[src/rtl/mcu_spi_target.sv]
// mcu_spi_target: SPI target (mode 0, MSB first) for the MCU link.
// The SPI pins are oversampled in the clk domain. MOSI is deframed into a
// byte stream: one frame per CSn-low period, one strobe per byte, and start
// marks the first byte of a frame. A reply byte stream is shifted out on
// MISO at the same time.
//
// Ports:
//   clk, reset_n            system clock (>= 4x SCLK), sync active-low reset
//   spi_sclk/csn/mosi       asynchronous SPI inputs from the MCU
//   spi_miso                SPI data to the MCU
//   data_out_strobe/start   received-byte pulse / first-byte-of-frame flag
//   data_out[7:0]           received byte, held until the next strobe
//   tx_data[7:0], tx_valid  reply byte offered to the MCU
//   tx_ack                  pulse: tx_data consumed
//
// Build option: define MCU_SPI_MISO_EN to include the MISO reply path.
// Without it, spi_miso and tx_ack are tied low.
module mcu_spi_target #(
  parameter int unsigned SYNC_STAGES = 2,
  parameter logic [7:0]  IDLE_BYTE   = 8'h00
) (
  input  logic       clk,
  input  logic       reset_n,
  input  logic       spi_sclk,
  input  logic       spi_csn,
  input  logic       spi_mosi,
  output logic       spi_miso,
  output logic       data_out_strobe,
  output logic       data_out_start,
  output logic [7:0] data_out,
  input  logic [7:0] tx_data,
  input  logic       tx_valid,
  output logic       tx_ack
);

  typedef enum logic [1:0] {IDLE, LOAD, SHIFT} state_t;

  logic [SYNC_STAGES-1:0] r_sclk_sync, r_csn_sync, r_mosi_sync;
  logic                   r_sclk_d;
  logic [SYNC_STAGES:0]   r_live;
  logic                   r_armed;
  state_t                 r_state;
  logic [2:0]             r_bit_cnt;
  logic [7:0]             r_rx_sr;
  logic                   r_byte_done;
  logic                   r_first;

  logic w_sclk, w_csn, w_mosi, w_sclk_rise, w_live;

  assign w_sclk      = r_sclk_sync[SYNC_STAGES-1];
  assign w_csn       = r_csn_sync[SYNC_STAGES-1];
  assign w_mosi      = r_mosi_sync[SYNC_STAGES-1];
  assign w_sclk_rise = w_sclk & ~r_sclk_d;
  // Once the reset preset values have drained out of the chains, the
  // synced pins reflect the real pin levels.
  assign w_live      = r_live[SYNC_STAGES];

  always_ff @(posedge clk) begin
    if (!reset_n) begin
      r_sclk_sync     <= '0;
      r_csn_sync      <= '1;
      r_mosi_sync     <= '0;
      r_sclk_d        <= 1'b0;
      r_live          <= '0;
      r_armed         <= 1'b0;
      r_state         <= IDLE;
      r_bit_cnt       <= '0;
      r_rx_sr         <= '0;
      r_byte_done     <= 1'b0;
      r_first         <= 1'b0;
      data_out_strobe <= 1'b0;
      data_out_start  <= 1'b0;
      data_out        <= '0;
    end else begin
      r_sclk_sync     <= {r_sclk_sync[SYNC_STAGES-2:0], spi_sclk};
      r_csn_sync      <= {r_csn_sync[SYNC_STAGES-2:0], spi_csn};
      r_mosi_sync     <= {r_mosi_sync[SYNC_STAGES-2:0], spi_mosi};
      r_sclk_d        <= w_sclk;
      r_live          <= {r_live[SYNC_STAGES-1:0], 1'b1};
      r_byte_done     <= 1'b0;
      data_out_strobe <= 1'b0;
      data_out_start  <= 1'b0;

      if (r_byte_done) begin
        data_out        <= r_rx_sr;
        data_out_strobe <= 1'b1;
        data_out_start  <= r_first;
        r_first         <= 1'b0;
      end

      case (r_state)
        IDLE: begin
          r_bit_cnt <= '0;
          // A frame may only start from a genuinely observed CSn-high level,
          // so a reset in mid-frame does not resume the aborted frame.
          if (w_csn) begin
            if (w_live) r_armed <= 1'b1;
          end else if (r_armed) begin
            r_armed <= 1'b0;
            r_state <= LOAD;
          end
        end
        LOAD: begin
          r_first   <= 1'b1;
          r_bit_cnt <= '0;
          r_state   <= SHIFT;
        end
        SHIFT: begin
          if (w_csn) begin
            r_state   <= IDLE;
            r_bit_cnt <= '0;
          end else if (w_sclk_rise) begin
            r_rx_sr   <= {r_rx_sr[6:0], w_mosi};
            r_bit_cnt <= r_bit_cnt + 3'd1;
            if (r_bit_cnt == 3'd7) r_byte_done <= 1'b1;
          end
        end
        default: r_state <= IDLE;
      endcase
    end
  end

`ifdef MCU_SPI_MISO_EN
  logic [7:0] r_tx_sr;
  logic       w_sclk_fall;

  assign w_sclk_fall = ~w_sclk & r_sclk_d;
  assign spi_miso    = (r_state == SHIFT) & r_tx_sr[7];

  always_ff @(posedge clk) begin
    if (!reset_n) begin
      r_tx_sr <= '0;
      tx_ack  <= 1'b0;
    end else begin
      tx_ack <= 1'b0;
      if (r_state == LOAD || (r_byte_done && r_state == SHIFT && !w_csn)) begin
        r_tx_sr <= tx_valid ? tx_data : IDLE_BYTE;
        tx_ack  <= tx_valid;
      end else if (r_state == SHIFT && w_sclk_fall && r_bit_cnt != 3'd0) begin
        // The falling edge that follows a byte's 8th rise lands after the
        // reload. Shifting on it would drop the new MSB, so that edge is
        // skipped.
        r_tx_sr <= {r_tx_sr[6:0], 1'b0};
      end
    end
  end
`else
  logic w_unused_tx;
  assign w_unused_tx = ^{tx_data, tx_valid, IDLE_BYTE};
  assign spi_miso    = 1'b0;
  assign tx_ack      = 1'b0;
`endif

endmodule
[config.mk]
export PLATFORM = sky130hd
export DESIGN_NAME = mcu_spi_target
export DESIGN_NICKNAME = d
export VERILOG_FILES = /design/src/rtl/mcu_spi_target.sv
export SDC_FILE = /design/constraint.sdc
export NUM_CORES = 1
export LEC_CHECK = 0
export BUFFER_PORTS_ARGS = -buffer_cell sky130_fd_sc_hd__buf_2
export CORE_MARGIN = 4
export CORE_UTILIZATION = 43
export DETAILED_ROUTE_END_ITERATION = 8
export PLACE_DENSITY = 0.77
export SLEW_MARGIN = 20
export SYNTH_ARGS = -nofsm -noshare
export SYNTH_HDL_FRONTEND = slang
export SYNTH_SLANG_ARGS = --single-unit
[constraint.sdc]
create_clock -name clk -period 1.8 [get_ports clk]
set_input_delay 0.09 -clock clk [delete_from_list [all_inputs] [get_ports clk]]
set_output_delay 0.09 -clock clk [all_outputs]
set_load 0.005 [all_outputs]
==> results.md, run 1 <==
* Status: completed
* First-pass GRT wire length at 3477 um
* CP max stage cell: or4b_1
* TritonCTS clock tree: done
* Worst path cell trace: ha_1 > or4b_1 > a31oi_1
* Final hold vios at 0
* Max Freq at 779.5 MHz
* Final non-filler cell total at 171
* Initial drt markers at 31
* Top-level I/O count at 26
* First-pass iteration count of the detailed router at 4
* Global route total overflow at 0
* Leakage at 0.6100 nW
* Initial core utilization at 45.58%
* Distinct cells, synth at 22
* Area Overhead vs Synth at 13.31%
* Worst slew margin at 61.82%
* CP arrival at 1.55 ns
* Placed wire-length estimate at 1327 um
* Setup_tns at 0 ns
* H-tree levels at 2
* Inst Count DP at 160
* Maximum vdd drop at 0.0005740 V
* Post-route minimum period at 1.283 ns
* Final setup viols at 0
* Unrepaired setup endpoints after global routing: false
* Hold crit path type: input pin to register
* Clock Path Buffers at 2
* Clock sinks at 36
* Core Region at 2805 um^2
* Compound-Gate Fraction of Synth Area at 3.620%
* Slew Viols, Final at 0
* Mux cell area share after synthesis at 12.52%
* Critical Path RT at 2.07 ns
* Family with the most delay on the worst path: simple AND/OR/NAND/NOR gates
* DR DRC count at 0
* Pwr Density at 889.1 nW/um^2
* Adder-Cell Fraction of Synth Area at 1.957%
* Cells after synthesis at 121
* Post-Synth Simple-Gate Area at 22.02%
* WP buf/inv at 0
* Drt wl/cell at 11.36 um
* Worst Max-Slew Pin Slew at 0.5719 ns
* Clock transition at path regs at 0.11 ns
* Layout cells sized above 1 at 17.14%
* Antenna Cells at 0
* Post-Synth XOR/XNOR Area at 0%
* Largest net degree at the start of global routing at 36
* Post-synthesis sequential area ratio at 56.36%
* Routed vias/inst at 5.047
* Post-route ant nets at 0
* Number of global-route vias before repair at 836
* R2r setup slk at 0.52 ns
* Initial antenna violation count at 0
* Max_cap viols at 0
* Net count, final at 155
* Num CTS Buffers at 5
* Filler cell count at 269
* Period utilization at 71.27%
* Post-CTS sizing at 0
* Clock Latency Late Sink at 0.33 ns
* Crit. End Element: register
* Worst path max stage delay at 0.43 ns
* Die W at 62.53 um
* Commonest non-fill, non-tap cell in the layout: dfxtp_1
* Most frequent cells in the layout: dfxtp_1, mux2i_1, nand2_1
* Drt total wl at 1942 um
* Worst Skew at 0.007004 ns
* DR vias at 863
* #FFs+latches synth at 36
* Port Buf Inserts at 14
* Die area at 3910 um^2
* # rows at 19
* CP startpoint kind: register
* Avg Cell Area, Syn at 10.57 um^2
* Yosys warns at 0
* Crit path kind: register to register
* Routability congestion estimate at 0.7381
* Synthesized cell area at 1279 um^2
* Die height at 62.53 um
* Clk root buf: clkbuf_4
* Tot GR Track Use at 11.52%
* Crit path max fanout at 4
* Main combinational cell family by area after synthesis: simple AND/OR/NAND/NOR gates
kinds of logic (layout without fill, tap and decap cells):
logic type	Yosys count	after routing
and+or+nand+nor	51	51
other	1	2
AOI/OAI and AO/OA	7	7
adders and majority gates	2	2
buffers and inverters	8	26
DFF	36	36
muxes	16	16
per-stage QoR:
stage | power [mW] | utilization, % | setup slack (ns) | hold WS, ns | area [um^2]
finish | 1.288 | 51.65 | 0.5172 | 0.1407 | 1449
global route | 1.351 | 51.65 | 0.4220 | 0.1589 | 1449
CTS | 1.304 | 51.65 | 0.5100 | 0.1295 | 1449
detailed placement | 0.8614 | 48.39 | 0.5222 | 0.2799 | 1358
global placement | 0.8601 | 48.39 | 0.5889 | 0.2735 | 1358
floorplan | 0.8555 | - | 0.5987 | 0.1177 | 1282
path summary, 6_finish.rpt:
check | depth (start not counted) | start | end
worst max-delay path | 3 | r_bit_cnt[0] | r_bit_cnt[1]
worst min-delay path | 1 | reset_n | r_live[0]
worst max register to register | 3 | r_bit_cnt[0] | r_bit_cnt[1]
worst min register to register | 1 | r_csn_sync[0] | r_csn_sync[1]
final cells by class:
type / instances / area, um^2 / area share, %
sequential: 36 / 720.7 / 49.74
tap: 31 / 38.79 / 2.677
multi-input combinational: 78 / 520.5 / 35.92
timing repair buffer: 18 / 107.6 / 7.427
clock inverter: 2 / 10.01 / 0.6908
clock buffer: 6 / 51.30 / 3.541
Yosys cell counts (all sizes together):
cell,number,share of area (%)
a21boi,2,1.2
a21oi,1,0.39
a31oi,3,1.5
and2,8,3.9
and3,1,0.49
buf,5,2.3
clkbuf,3,0.88
conb,1,0.29
dfxtp,36,56
ha,2,2.0
mux2i,16,13
nand2,15,4.4
nand2b,5,3.0
nand3,3,1.2
nand3b,3,1.8
nor2,5,1.5
nor2b,9,4.4
o31ai,1,0.59
or4,1,0.59
or4b,1,0.78
where the power goes:
group / internal (mW) / switching, mW
combinational: 0.0186 / 0.0165
sequential: 0.808 / 0.00486
clock: 0.186 / 0.255
total: 1.01 / 0.276
per-layer routing:
metal / vias to the layer above / global-route usage (%) / wire (um)
met5: - / 0 / 0
met1: 404 / 12.37 / 890
met4: 0 / 7.438 / 42
li1: 433 / - / -
met3: 6 / 5.036 / 103
met2: 20 / 18.38 / 906
sequential cells by signal (all words and copies together), names as in the netlist:
name and cells:
r_sclk_d 1, r_first 1, r_csn_sync 2, r_byte_done 1, r_live 3, data_out_strobe 1, r_mosi_sync 2, r_sclk_sync 2
r_armed 1, r_bit_cnt 3, data_out 8, r_state 2, r_rx_sr 8, data_out_start 1
what timing repair did:
item                      4_1_cts  5_1_grt
hold buffers                    3        0
setup buffers                   0        0
hold endpoints to repair        3        0
Power figures use the tool's default switching activity.
==> run 2, diff against run 1 <==
PLACE_DENSITY = 0.79   (was 0.77)
clock period = 1.15 ns   (was 1.8 ns; I/O delays follow)
==> results.md, run 2 (same netlist as run 1, synthesis figures left out) <==
* Biggest regs: data_out x8, r_rx_sr x8
* Slew Viols, Final at 0
* Tot GR Track Use at 12.66%
* Area Overhead vs Synth at 18.88%
* Global route total overflow at 0
* DR vias at 899
* Sequential fraction of design power at 65.2%
* Routability congestion estimate at 0.7465
* Max_cap viols at 0
* Total power at 1.951 mW
* Routed vias/inst at 5.051
* Sw frac at 21.61%
* Top-level I/O count at 26
* TritonCTS clock tree: done
* Drt wl/cell at 12.87 um
* Worst Reg-to-Reg Cells at 3
* Min Hold Slack at 0.07732 ns
* Status: finished with violations
* Final core utilization at 54.19%
* Post-route ant nets at 0
* Commonest non-fill, non-tap cell in the layout: dfxtp_1
* Reg area at 724.4 um^2
* Critical Path RT at 1.42 ns
* Unrepaired setup endpoints after global routing: true
* Initial drt markers at 22
* Post-place setup slack at -0.04301 ns
* Comb pwr share at 3.6%
* First-pass iteration count of the detailed router at 4
* Clock transition at path regs at 0.10 ns
* Layout cells sized above 1 at 23.81%
* Die area at 3910 um^2
* Most frequent cells in the layout: dfxtp_1, mux2i_1, nand2_1
* Failing checks: negative setup slack
* H-tree levels at 2
* Crit path max fanout at 2
* Leakage at 0.6477 nW
* Max Freq at 825.3 MHz
* R2r setup slk at -0.06 ns
* Number of global-route vias before repair at 858
* Crit. End Element: register
* RR Endpoint: r_bit_cnt[1]
* R2r startpoint: r_bit_cnt[1]
* Clk root buf: clkbuf_4
* Maximum vdd drop at 0.0008004 V
* Initial antenna violation count at 0
* Setup slack after layout at -0.06171 ns
* Pwr Density at 1284 nW/um^2
* Initial core utilization at 45.58%
* Power Internal at 1.530 mW
* Clock sinks at 36
* Post-route minimum period at 1.212 ns
* First-pass GRT wire length at 3712 um
* Crit path kind: register to register
* # Post-CTS Setup Buffers at 0
* Largest net degree at the start of global routing at 23
* CP arrival at 1.48 ns
* Drt total wl at 2290 um
* Final hold vios at 0
* Clock Path Buffers at 2
* Clock Latency Late Sink at 0.33 ns
* Die height at 62.53 um
* Worst Skew at 0.004226 ns
* Port Buf Inserts at 14
* Die W at 62.53 um
* Net count, final at 163
* # rows at 19
* CP startpoint kind: register
* Crit path from: r_bit_cnt[1]
* Hold crit path type: input pin to register
* Period utilization at 105.4%
* Core Region at 2805 um^2
* Final setup viols at 2
* Multi-input gate area at 530.5 um^2
* Crit path to: r_bit_cnt[1]
* Antenna Cells at 0
* Filler cell count at 259
* Switching pwr at 421.7 uW
* Num CTS Buffers at 5
* DR DRC count at 0
* Placed wire-length estimate at 1600 um
* Clk network pwr share at 31.1%
[run 2: cell count changes in the layout (fill, tap and decap cells not counted)]
cell,before,now
buf_4,1,8
dfxtp_1,36,33
dfxtp_2,0,3
buf_12,0,1
clkbuf_1,0,1
clkbuf_8,1,0
clkinv_2,2,1
nor2_1,5,4
nor2_2,0,1
nor2b_1,9,8
nor2b_4,0,1
[run 2: cell type report]
cell class / instances / share of cell area [%]
clock inverter: 1 / 0.3292
sequential: 36 / 47.65
tap: 31 / 2.551
multi-input combinational: 78 / 34.90
clock buffer: 6 / 2.716
timing repair buffer: 26 / 11.85
[run 2: worst min-delay path by stage]
| stage | depth (start not counted) | to | slack [ns] | start |
|---|---|---|---|---|
| after floorplan | 0 | r_live[0] | 0.09 | reset_n |
| after global placement | 2 | r_csn_sync[0] | 0.24 | spi_csn |
| after detailed placement | 2 | r_csn_sync[0] | 0.24 | spi_csn |
| after CTS | 3 | r_byte_done | 0.06 | reset_n |
| after global routing | 3 | r_byte_done | 0.08 | reset_n |
| final | 3 | r_byte_done | 0.08 | reset_n |
[run 2: worst max-delay path, stage by stage, from the launching register on]
cell     delay [ns]
dfxtp_1        0.33
ha_1           0.26
or4b_1         0.43
a31oi_1        0.13
[run 2: per-layer routing]
layer / GRT usage [%] / vias to the layer above / wire length (um)
li1: - / 448 / -
met1: 12.28 / 425 / 966
met2: 21.84 / 22 / 1156
met3: 5.755 / 4 / 123
met4: 7.713 / 0 / 44
met5: 0 / - / 0
[run 2: stage by stage]
step / TNS, ns / instance area, um^2 / cells
6_report: -0.06511 / 1520 / 178
5_1_grt: -0.1617 / 1520 / 178
4_1_cts: -0.07917 / 1510 / 178
3_5_place_dp: -0.06807 / 1431 / 168
3_3_place_gp: -0.01407 / 1431 / 168
2_1_floorplan: -0.01263 / 1284 / 122
[run 2: power by group through the flow]
stage	combinational, mW	clock [mW]	sequential (mW)
5_1_grt	0.0787	0.688	1.28
4_1_cts	0.0698	0.628	1.27
3_5_place_dp	0.0614	0	1.30
2_1_floorplan	0.0410	0	1.30
3_3_place_gp	0.0580	0	1.30
6_report	0.0712	0.607	1.27
[run 2: what timing repair did]
item / 4_1_cts / 5_1_grt
endpoints found under the hold margin: 3 / 0
resized for setup: 1 / 4
hold buffers: 3 / 0
pin swaps: 1 / 0
cloned: 0 / 0
setup endpoints to repair: 10 / 11
